File: src/rtl/scpu_pkg.sv
// Shared types and constants for the single-cycle CPU datapath.
package scpu_pkg;

  localparam int unsigned XLEN     = 32;
  localparam int unsigned NPC_OP_W = 2;
  localparam int unsigned J_TGT_W  = 26;

  localparam logic [XLEN-1:0] DEFAULT_RESET_PC = 32'h0000_3000;

  typedef enum logic [NPC_OP_W-1:0] {
    NPC_PC4 = 2'b00,
    NPC_BR  = 2'b01,
    NPC_J   = 2'b10,
    NPC_JR  = 2'b11
  } npc_op_t;

  typedef enum logic [1:0] {
    FETCH = 2'b00,
    HOLD  = 2'b01,
    ERR   = 2'b10
  } if_state_t;

endpackage

File: src/rtl/if_stage_if.sv
// Instruction-memory request/ready handshake between the fetch stage and memory.
interface if_stage_if;
  import scpu_pkg::*;

  logic            imem_req;
  logic [XLEN-1:0] imem_addr;
  logic            imem_ready;
  logic [XLEN-1:0] imem_rdata;

  modport master (output imem_req, imem_addr, input imem_ready, imem_rdata);
  modport slave  (input imem_req, imem_addr, output imem_ready, imem_rdata);

endinterface

File: src/rtl/if_stage_npc.sv
// Combinational next-PC selection: sequential, branch, jump, jump-register.
module npc
  import scpu_pkg::*;
(
  input  logic [XLEN-1:0]     pc_plus4,
  input  logic [J_TGT_W-1:0]  target,
  input  logic [XLEN-1:0]     ext_imm,
  input  logic [XLEN-1:0]     jr_target,
  input  logic [NPC_OP_W-1:0] npc_op,
  input  logic                branch_taken,
  output logic [XLEN-1:0]     npc
);

  always_comb begin
    npc = pc_plus4;
    case (npc_op_t'(npc_op))
      NPC_BR:  if (branch_taken) npc = pc_plus4 + (ext_imm << 2);
      NPC_J:   npc = {pc_plus4[XLEN-1:XLEN-4], target, 2'b00};
      NPC_JR:  npc = jr_target;
      default: npc = pc_plus4;
    endcase
  end

endmodule

File: src/rtl/if_stage.sv
// Instruction-fetch stage: PC, fetch handshake, instruction register and decode fields.
module if_stage
  import scpu_pkg::*;
#(
  parameter logic [XLEN-1:0] RESET_PC = DEFAULT_RESET_PC
) (
  input  logic                clk,
  input  logic                rst,
  if_stage_if.master          imem,
  output logic                instr_valid,
  input  logic                instr_ack,
  input  logic [NPC_OP_W-1:0] npc_op,
  input  logic                branch_taken,
  input  logic [XLEN-1:0]     ext_imm,
  input  logic [XLEN-1:0]     jr_target,
  output logic [XLEN-1:0]     instr,
  output logic [5:0]          opcode,
  output logic [4:0]          rs,
  output logic [4:0]          rt,
  output logic [4:0]          rd,
  output logic [4:0]          shamt,
  output logic [5:0]          funct,
  output logic [15:0]         imm16,
  output logic [XLEN-1:0]     pc_out,
  output logic [XLEN-1:0]     pc_plus4,
  output logic                pc_err,
  output logic [XLEN-1:0]     retired_cnt
);

  if_state_t       state_q, state_d;
  logic [XLEN-1:0] pc_q, instr_q, cnt_q;
  logic            err_q;
  logic [XLEN-1:0] next_pc;
  logic            misaligned;
  logic            fetch_done, retire;

  npc u_npc (
    .pc_plus4     (pc_plus4),
    .target       (instr_q[J_TGT_W-1:0]),
    .ext_imm      (ext_imm),
    .jr_target    (jr_target),
    .npc_op       (npc_op),
    .branch_taken (branch_taken),
    .npc          (next_pc)
  );

  assign misaligned = |next_pc[1:0];

  always_ff @(posedge clk or posedge rst) begin
    if (rst) state_q <= FETCH;
    else     state_q <= state_d;
  end

  // Request is gated by rst so an outstanding fetch is abandoned immediately.
  always_comb begin
    state_d       = state_q;
    imem.imem_req = 1'b0;
    instr_valid   = 1'b0;
    fetch_done    = 1'b0;
    retire        = 1'b0;
    case (state_q)
      FETCH: begin
        imem.imem_req = ~rst;
        if (imem.imem_ready) begin
          fetch_done = 1'b1;
          state_d    = HOLD;
        end
      end
      HOLD: begin
        instr_valid = 1'b1;
        if (instr_ack) begin
          retire  = 1'b1;
          state_d = misaligned ? ERR : FETCH;
        end
      end
      ERR:     state_d = ERR;
      default: state_d = ERR;
    endcase
  end

  always_ff @(posedge clk or posedge rst) begin
    if (rst) begin
      pc_q    <= RESET_PC;
      instr_q <= '0;
      cnt_q   <= '0;
      err_q   <= 1'b0;
    end else begin
      if (fetch_done) instr_q <= imem.imem_rdata;
      if (retire) begin
        cnt_q <= cnt_q + XLEN'(1);
        if (misaligned) err_q <= 1'b1;
        else            pc_q  <= next_pc;
      end
    end
  end

  assign imem.imem_addr = pc_q;
  assign instr          = instr_q;
  assign pc_out         = pc_q;
  assign pc_plus4       = pc_q + XLEN'(4);
  assign pc_err         = err_q;
  assign retired_cnt    = cnt_q;

  assign opcode = instr_q[31:26];
  assign rs     = instr_q[25:21];
  assign rt     = instr_q[20:16];
  assign rd     = instr_q[15:11];
  assign shamt  = instr_q[10:6];
  assign funct  = instr_q[5:0];
  assign imm16  = instr_q[15:0];

endmodule

File: src/flat_wrapper.sv
// flat-port wrapper written by rule: the top's interface ports become plain ports
module if_stage_flat import scpu_pkg::*;
#(
  parameter logic [XLEN-1:0] RESET_PC = DEFAULT_RESET_PC
)
  (clk, rst, instr_valid, instr_ack, npc_op, branch_taken, ext_imm, jr_target, instr, opcode, rs, rt, rd, shamt, funct, imm16, pc_out, pc_plus4, pc_err, retired_cnt, imem_imem_req, imem_imem_addr, imem_imem_ready, imem_imem_rdata);
  if_stage_if imem_i ();
  input  logic clk;
  input  logic rst;
  output logic instr_valid;
  input  logic instr_ack;
  input  logic [NPC_OP_W-1:0] npc_op;
  input  logic branch_taken;
  input  logic [XLEN-1:0] ext_imm;
  input  logic [XLEN-1:0] jr_target;
  output logic [XLEN-1:0] instr;
  output logic [5:0] opcode;
  output logic [4:0] rs;
  output logic [4:0] rt;
  output logic [4:0] rd;
  output logic [4:0] shamt;
  output logic [5:0] funct;
  output logic [15:0] imm16;
  output logic [XLEN-1:0] pc_out;
  output logic [XLEN-1:0] pc_plus4;
  output logic pc_err;
  output logic [XLEN-1:0] retired_cnt;
  output wire logic [$bits(imem_i.imem_req)-1:0] imem_imem_req;
  output wire logic [$bits(imem_i.imem_addr)-1:0] imem_imem_addr;
  input wire logic [$bits(imem_i.imem_ready)-1:0] imem_imem_ready;
  input wire logic [$bits(imem_i.imem_rdata)-1:0] imem_imem_rdata;
  assign imem_imem_req = imem_i.imem_req;
  assign imem_imem_addr = imem_i.imem_addr;
  assign imem_i.imem_ready = imem_imem_ready;
  assign imem_i.imem_rdata = imem_imem_rdata;
  if_stage #(.RESET_PC(RESET_PC)) u_core (.clk(clk), .rst(rst), .imem(imem_i), .instr_valid(instr_valid), .instr_ack(instr_ack), .npc_op(npc_op), .branch_taken(branch_taken), .ext_imm(ext_imm), .jr_target(jr_target), .instr(instr), .opcode(opcode), .rs(rs), .rt(rt), .rd(rd), .shamt(shamt), .funct(funct), .imm16(imm16), .pc_out(pc_out), .pc_plus4(pc_plus4), .pc_err(pc_err), .retired_cnt(retired_cnt));
endmodule
File: config.mk
export PLATFORM = sky130hd
export DESIGN_NAME = if_stage_flat
export DESIGN_NICKNAME = d
export VERILOG_FILES = /design/src/rtl/scpu_pkg.sv /design/src/rtl/if_stage_if.sv /design/src/rtl/if_stage_npc.sv /design/src/rtl/if_stage.sv /design/src/flat_wrapper.sv
export SDC_FILE = /design/constraint.sdc
export NUM_CORES = 1
export LEC_CHECK = 0
export ABC_AREA = 1
export CORE_ASPECT_RATIO = 2
export CORE_MARGIN = 2
export CORE_UTILIZATION = 40
export DETAILED_ROUTE_END_ITERATION = 10
export GPL_TIMING_DRIVEN = 1
export PLACE_DENSITY = 0.85
export SYNTH_ARGS = -nofsm -noshare
export SYNTH_HDL_FRONTEND = slang
export SYNTH_SLANG_ARGS = --single-unit
File: constraint.sdc
create_clock -name clk -period 6.4 [get_ports clk]
set_clock_uncertainty 0.15 [all_clocks]
set_input_delay 1.28 -clock clk [delete_from_list [all_inputs] [get_ports clk]]
set_output_delay 1.28 -clock clk [all_outputs]
set_load 0.02 [all_outputs]
==> results.md, run 1 <==
- The leakage power of the design is 5.67 nW.
- Setup violations remaining at the end of the flow were counted as 0.
- The wire length reported by the detailed router is 32100 µm.
- Dividing the detail-routed wire length by the instance count gives around 19 µm.
- The worst-case IR drop observed on VDD is 415 µV.
- Input and output buffers added on the ports amount to just over 300.
- In the layout the commonest cells are 347 x sky130_fd_sc_hd__nand2_1, 311 x sky130_fd_sc_hd__clkdlybuf4s50_1, 168 x sky130_fd_sc_hd__inv_1.
- The post-detailed-placement half-perimeter wirelength is about 25000 µm.
- The root buffer cell is sky130_fd_sc_hd__clkbuf_16.
- The first detailed-routing pass took 6 iterations.
- The most used flip-flop cell after synthesis is sky130_fd_sc_hd__dfrtp_1.
- The proportion of synthesized chip area in sequential cells is 28.8%.
- The initial cell density of the core is just over 40%.
- After synthesis, the share of flip-flops with an asynchronous set or reset is 100%.
- The part of the power in the clock network is 9.6%.
- The global-route wire length before repair is 48900 µm.
- The synthesized instance count is 1231.
- The portion of the clock cycle consumed by the worst path in the final layout is 69.4%.
- The number of resized instances in the post-cts repair step is 0.
- Averaged over all synthesized cells, the footprint is 7.00 µm².
- The placeable core area is about 21000 µm².
- The final route contains approximately 9300 vias.
- The initialized floorplan defines 76 standard-cell rows.
- The maximum buffer depth of the clock tree is 2.
- The height of the die is 212 µm.
- Setup repair after global routing left no endpoint under its margin.
- The floorplan step defined a die boundary enclosing ~23000 µm².
- The clock sink count is 99.
- Yosys printed 0 warnings.
- After clock tree synthesis, the flow added hold-fix buffers numbering 0.
- The critical path is of the register to primary output type.
- The slew at the pin with the worst max-slew slack is between 1 and 1.5 ns.
- The endpoint kind of the worst setup timing path is a primary output.
- With fillers left out, the area of the finished cells amounts to 11700 µm².
- The residual antenna-violating net count after detailed routing is 0.
- In this run the power spent charging and discharging nets is 3.00 mW.
- Data arrives at the worst endpoint at 3.01 ns.
- The data required time at the worst endpoint is 4.97 ns.
- The final count of pins violating max slew came to 0.
- The worst pin sits at a relative slew slack of 22.4%.
- The number of setup buffers added after CTS is 0.
- The tool flagged a number of max-cap violations equal to 0.
- CTS built an H-tree with a depth of 3.
- After detailed routing, the number of remaining DRC violations is 0.
- In the final layout, the share of cells above drive strength 1 is 7.05%.
- In this run, CTS created clock tree buffers numbering 9.
- Global routing finished with a remaining overflow of 0.
- The placed instances occupy a cell area of 11400 µm².
- The met3 usage is roughly 4.4%.
- The source-to-sink clock delay at the later pin of the worst-skew pair is ~0.35 ns.
- The post-layout minimum cycle time is 4.44 ns.
- The leading area contributor after synthesis is sky130_fd_sc_hd__dfrtp_1.
- The post-synthesis net count is 1373.
- The total standard cell area after synthesis is 8620 µm².
- The power per cell area is 497 nW/µm².
- The net count of the finished layout is about 1600.
- The fraction of met1 tracks used by global routing is 34.9%.
- The flow ran to the end, and the final reports show no timing, DRC or antenna violations.
- In this run switching power makes up 51.6% of total power.
- After routing, the total negative slack on setup checks comes to 0 ns.
- Sorting the synthesized cells by area gives the leading types as sky130_fd_sc_hd__dfrtp_1 28%, sky130_fd_sc_hd__nand2_1 15%, sky130_fd_sc_hd__inv_1 7.4%.
- The most used routing layer is met2.
- Internal power comes to 2.82 mW.
- The register share of total power is 21.8%.
- The layout has 2047 filler cells.
- The startpoint type of the worst setup path is a register.
- The number of vias per cell is 5.35.
- The global router's overall resource usage is 27.9%.
- The initial antenna violation count is 0.
- 314 I/O pins were placed.
- The top achievable clock speed is 225 MHz.
- Summing all multi-input logic gate instances after layout gives 4780 µm².
- Compared with the post-synthesis result, the final layout area differs by 35.9%.
- The register bit count reported by yosys is 99.
- The first-iteration detailed-routing DRC count is around 650.
- Of all nets on the critical path, the largest fanout is 8.
- The portion of total power attributed to combinational logic is 68.7%.
- The floorplan die width is 108 µm.
- The path class of the lowest-slack min-delay path is register to register.
- Global routing consumed, on the met2 layer, between 40% and 50% of the routing resources.
- 0 antenna diodes ended up in the layout.
- TritonCTS built the clock tree.
- The number of different library cells in the post-synthesis netlist is 49.
- The top-area cell type share of the netlist area is 28.2%.
- The number of hold violations in the final report is 0.
- The number of global-route vias before repair was 8828.
- Entering global routing, the biggest net connects between 50 and 60 pins.
- The synthesized design contains 0 enable-type register cells.
- The library cell used most frequently in the layout, excluding fill and tap cells, is sky130_fd_sc_hd__nand2_1.
- At the end of routability-driven placement, the weighted congestion stood at 1.00.
- After clock tree synthesis, the clock-pin slew on the worst setup and hold paths is 0.08 ns.
- The sequential cells in the finished layout cover a total of 2480 µm².
==> registers in the layout, summed over array words and instances, names as in the netlist <==
register,count
u_core.imem.imem_addr,32
u_core.instr,32
u_core.retired_cnt,32
u_core.state_q,2
u_core.pc_err,1
==> worst max-delay path, cell delays in order (launching register included) <==
cell and delay (ns):
sky130_fd_sc_hd__dfstp_2 0.66, sky130_fd_sc_hd__nand2_1 0.11, sky130_fd_sc_hd__nor2_1 0.23, sky130_fd_sc_hd__nand2_1 0.17
sky130_fd_sc_hd__nor2_8 0.20, sky130_fd_sc_hd__nand3_1 0.12, sky130_fd_sc_hd__xor2_1 0.43, sky130_fd_sc_hd__inv_1 0.16
sky130_fd_sc_hd__clkdlybuf4s50_1 0.57
==> per-stage QoR <==
step / cells / total power [mW] / utilization, % / setup WS [ns] / hold slack (ns)
final: 1733 / 5.82 / 55.0 / 1.96 / 0.315
after global routing: 1733 / 6.19 / 55.0 / 1.86 / 0.323
after CTS: 1733 / 5.80 / 55.0 / 2.07 / 0.318
after detailed placement: 1717 / 5.21 / 53.6 / 2.02 / 0.304
after global placement: 1717 / 5.19 / 53.6 / 2.13 / 0.288
after floorplan: 1231 / 3.71 / - / 2.38 / 0.379
==> final cells by class <==
class,count,area share [%]
clock buffer,10,2.04
clock inverter,6,0.491
inverter,173,5.58
multi-input combinational,855,40.8
sequential,99,21.2
tap,273,2.92
timing repair buffer,317,27.0
==> kinds of logic after synthesis <==
| logic type | count (synthesis) | share of synthesized area (%) |
|---|---|---|
| muxes | 31 | 4.05 |
| adders and majority gates | 39 | 5.75 |
| and+or+nand+nor | 591 | 30.4 |
| buffers and inverters | 277 | 15.8 |
| xor gates and xnor gates | 50 | 5.08 |
| AOI/OAI and AO/OA | 144 | 10.2 |
| DFF | 99 | 28.8 |
==> path summary, 6_finish.rpt <==
path / start / end / slack [ns] / cells after the start
worst max register to register: u_core.imem.imem_addr[12] / u_core.imem.imem_addr[22] / 2.16 / 18
max in group asynchronous: rst / u_core.instr[6] / 3.65 / 3
worst min register to register: u_core.pc_err / u_core.pc_err / 0.31 / 1
worst min-delay path: u_core.pc_err / u_core.pc_err / 0.31 / 1
min in group asynchronous: rst / u_core.instr[29] / 1.30 / 2
worst max-delay path: u_core.imem.imem_addr[12] / pc_plus4[21] / 1.96 / 8
==> Yosys cell counts (3+ instances only) <==
cell / count
sky130_fd_sc_hd__mux2_2: 31
sky130_fd_sc_hd__and2_1: 6
sky130_fd_sc_hd__nand2_2: 5
sky130_fd_sc_hd__o21ai_0: 34
sky130_fd_sc_hd__a221oi_1: 19
sky130_fd_sc_hd__nand2_4: 3
sky130_fd_sc_hd__xnor2_1: 12
sky130_fd_sc_hd__inv_1: 169
sky130_fd_sc_hd__inv_2: 3
sky130_fd_sc_hd__buf_2: 8
sky130_fd_sc_hd__o21ai_1: 3
sky130_fd_sc_hd__buf_4: 82
sky130_fd_sc_hd__o21bai_1: 3
sky130_fd_sc_hd__a21oi_1: 57
sky130_fd_sc_hd__o21ai_2: 3
sky130_fd_sc_hd__dfrtp_1: 97
sky130_fd_sc_hd__nor3_2: 5
sky130_fd_sc_hd__nor3_1: 21
sky130_fd_sc_hd__clkbuf_1: 12
sky130_fd_sc_hd__a21o_1: 7
sky130_fd_sc_hd__ha_1: 38
sky130_fd_sc_hd__nor2_4: 5
sky130_fd_sc_hd__nand3_1: 85
sky130_fd_sc_hd__or2_2: 7
sky130_fd_sc_hd__a31oi_1: 3
sky130_fd_sc_hd__nand2_1: 347
sky130_fd_sc_hd__xor2_1: 38
sky130_fd_sc_hd__a22o_1: 5
sky130_fd_sc_hd__nor2_1: 72
sky130_fd_sc_hd__nand3_2: 3
sky130_fd_sc_hd__nor4_1: 3
sky130_fd_sc_hd__nand3b_1: 3
sky130_fd_sc_hd__nor2_2: 6
sky130_fd_sc_hd__nand4_1: 15
==> power by group through the flow <==
stage | Clock (mW) | Sequential, mW | Combinational, mW
after floorplan | 0 | 1.38 | 2.33
after global placement | 0 | 1.26 | 3.92
after detailed placement | 0 | 1.27 | 3.95
after CTS | 0.569 | 1.26 | 3.97
after global routing | 0.594 | 1.29 | 4.30
final | 0.556 | 1.27 | 4.00
==> per-layer routing <==
layer / vias to the layer above / part of all wire (%)
met5: - / 0
met4: 0 / 4.0
met3: 72 / 9.8
met2: 587 / 48
met1: 4281 / 38
li1: 4338 / -
Note: power is estimated with default switching activity, not from simulation.
==> inputs of run 2 (changes only) <==
PLACE_DENSITY = 0.88   (was 0.85)
clock period = 3.85 ns   (was 6.4 ns; I/O delays follow)
==> results.md, run 2 (same netlist as run 1, synthesis figures left out) <==
- The run finished with clean final reports.
- The cts-stage hold buffer count was 0 (unchanged).
- The end point of the worst hold path is u_core.pc_err.
- In this run the critical register-to-register path is launched from u_core.imem.imem_addr[3].
- The arrival time of the worst setup path is 2.78 ns (-0.23 ns).
- The critical path is of the register to primary output type.
- The number of resized instances in the post-cts repair step is 0 (unchanged).
- The number of buffer and inverter instances along the worst setup path is 3 (+1).
- The H-tree level count is 3 (unchanged).
- The last weighted congestion value of the routability-driven placer was 0.998 (-0.40%).
- The final cell utilization of the core is 56.1% (+1.1 points).
- The row count is 76 (unchanged).
- The number of cells on the worst reg-to-reg path is 17 (-1).
- The total negative setup slack is 0 ns (unchanged).
- The post-detailed-placement half-perimeter wirelength came to 26800 µm (+5.5%).
- The count of fill cells added during filler insertion was 1972 (-3.7%).
- Based on the critical path, the design can be clocked at up to 270 MHz.
- In this design, the largest share of critical-path delay is due to buffers and inverters.
- The most common cell type on the critical path is sky130_fd_sc_hd__nand2_1.
- The leakage power of the design came to 5.82 nW (+2.6%).
- The number of global-route vias before repair is 8925 (+1.1%).
- The data required time at the worst endpoint came to 2.93 ns (-2.04 ns).
- The number of antenna repair diodes was 0 (unchanged).
- The max-slew headroom at the worst pin is 58.3% (+36 points).
- The residual antenna-violating net count after detailed routing is 0 (unchanged).
- The number of hold violations in the final report was 0 (unchanged).
- The library cells used most frequently in the layout, excluding fill and tap cells, are 347 x sky130_fd_sc_hd__nand2_1, 310 x sky130_fd_sc_hd__clkdlybuf4s50_1, 168 x sky130_fd_sc_hd__inv_1.
- STA classifies the critical path startpoint as a register.
- The post-layout minimum cycle time is 3.70 ns.
- The wire length reported by the detailed router came to 33200 µm (+3.5%).
- The startpoint identified for the worst hold timing path is u_core.pc_err.
- The buffer count from post-CTS setup fixing is 0 (unchanged).
- The portion of the clock cycle consumed by the worst path in the final layout is between 90 and 100%.
- The maximum buffer depth of the clock tree was 2 (unchanged).
- In this run the worst hold path is classified as register to register.
- The CTS clock-pin slew for the worst setup and hold paths is 0.08 ns (about the same).
- The remaining global-route overflow came to 0 (unchanged).
- The maximum number of pins on one net before global-route repair is 55 (-1.8%).
- The final instance count without filler cells is 1760 (+1.6%).
- The placed cell count is 1744 (+1.6%).
- The cell depth of the worst min-delay path is 1 (unchanged).
- The delay of the slowest cell on the worst path was 0.62 ns (-0.04 ns).
- The clock tree from TritonCTS is built.
- The signal on the critical path passes through nand2_1 > nor2_2 > nand2_1 > nor2_8 > nand2_4 > xor2_1 > inv_1 > buf_4 > clkdlybuf4s50_1.
- Leaving out fill and tap cells, the most frequent cell in the layout is sky130_fd_sc_hd__nand2_1.
- The worst setup timing slack at the placement stage is 0.198 ns (-1.82 ns).
- The floorplan die width is 108 µm (unchanged).
- The number of design rule violations left after detail routing was 0 (unchanged).
- The first-iteration detailed-routing DRC count is 722 (+11%).
- The initial antenna violation count is 0 (unchanged).
- The worst register-to-register path ends at u_core.imem.imem_addr[21].
- The number of vias per cell is 5.30 (-1.0%).
- The least setup slack across all paths after layout came to 0.151 ns (-1.81 ns).
- The die outline area is 22800 µm² (unchanged).
- The power per cell area is 831 nW/µm² (+67%).
- The via count is 9326 (+0.52%).
- The per-cell routed wire length is 18.9 µm (+1.9%).
- Setup repair after global routing left no endpoint under its margin.
- The minimum setup slack among reg-to-reg paths is 0.22 ns (-1.94 ns).
- The critical path's slowest cell is sky130_fd_sc_hd__dfstp_2.
- The height of the die is 212 µm (unchanged).
- The detailed-routing iteration count for the pre-antenna-repair pass is 5 (-1).
- The max-cap check violation count is 0 (unchanged).
- The global-route wire length before repair is 49500 µm (+1.4%).
- The peak supply drop is 813 µV (+96%).
- The global router's overall resource usage is 28.5% (+0.62 points).
- The count of buffers inserted at the top-level ports was 311 (unchanged).
- The root buffer cell is sky130_fd_sc_hd__clkbuf_16.
- STA classifies the critical path endpoint as a primary output.
- The slew at the pin with the worst max-slew slack is 0.619 ns (-0.541 ns).
- The net count of the finished layout is 1624 (+1.7%).
- The initial cell density of the core is 40.5% (unchanged).
- The placeable core area came to 21300 µm² (unchanged).
- The total of endpoints with negative setup slack in the final report is 0 (unchanged).
- The total clock buffers created by CTS was 9 (unchanged).
- The final count of pins violating max slew came to 0 (unchanged).
- The fraction of final layout cells sized beyond drive strength 1 was 9.15% (+2.1 points).
- The clock sink count is 99 (unchanged).
- The layout-stage area growth over the synthesis result is 38.7%.
- The maximum net fanout on the critical path is 8 (unchanged).
- The source-to-sink clock delay at the later pin of the worst-skew pair is 0.36 ns (about the same).
- The total I/O pin count is 314 (unchanged).
-- run 2: changes by cell type in the layout (fill, tap and decap cells not counted), moves of 2 or more --
cell / previous run / this run
sky130_fd_sc_hd__clkinvlp_4: 2 / 0
sky130_fd_sc_hd__buf_4: 6 / 32
sky130_fd_sc_hd__ha_2: 0 / 2
sky130_fd_sc_hd__clkinv_4: 1 / 3
sky130_fd_sc_hd__ha_1: 38 / 36
-- run 2: worst max-delay path by stage --
stage	from	end	slack, ns	cells after the start
after floorplan	rst	u_core.imem.imem_addr[0]	0.34	1
after global placement	u_core.imem.imem_addr[12]	u_core.imem.imem_addr[30]	0.26	20
after detailed placement	u_core.imem.imem_addr[2]	u_core.imem.imem_addr[30]	0.20	21
after CTS	u_core.imem.imem_addr[2]	pc_plus4[30]	0.10	8
after global routing	u_core.imem.imem_addr[3]	u_core.imem.imem_addr[21]	0.04	20
final	u_core.imem.imem_addr[12]	pc_plus4[23]	0.15	9
-- run 2: layer usage --
layer | GRT usage, % | wire (µm) | up-vias
li1 | - | - | 4392
met1 | 35.5 | 12700 | 4255
met2 | 48.0 | 15900 | 590
met3 | 5.76 | 3330 | 89
met4 | 11.1 | 1270 | 0
met5 | 0 | 0 | -
-- run 2: where the power goes --
group / total [mW] / internal, mW / switching [mW]
Combinational: 6.93 / 2.94 / 3.98
Clock: 0.903 / 0.453 / 0.451
Sequential: 2.10 / 1.41 / 0.693
Total: 9.93 / 4.81 / 5.13
-- run 2: layout make-up --
| type | instances | area [µm²] | share of cell area (%) |
|---|---|---|---|
| Tap cell | 273 | 342 | 2.86 |
| Sequential cell | 99 | 2480 | 20.8 |
| Clock buffer | 10 | 229 | 1.92 |
| Inverter | 173 | 653 | 5.46 |
| Multi-Input combinational cell | 855 | 4820 | 40.3 |
| Timing Repair Buffer | 344 | 3380 | 28.2 |
| Clock inverter | 6 | 55.1 | 0.461 |
-- run 2: per-stage QoR --
| step | total power [mW] | cell area [µm²] | hold WS (ns) |
|---|---|---|---|
| floorplan | 6.16 | 8620 | 0.379 |
| global placement | 8.84 | 11600 | 0.288 |
| detailed placement | 8.90 | 11600 | 0.299 |
| CTS | 9.86 | 11900 | 0.317 |
| global route | 10.5 | 12000 | 0.323 |
| finish | 9.93 | 12000 | 0.316 |
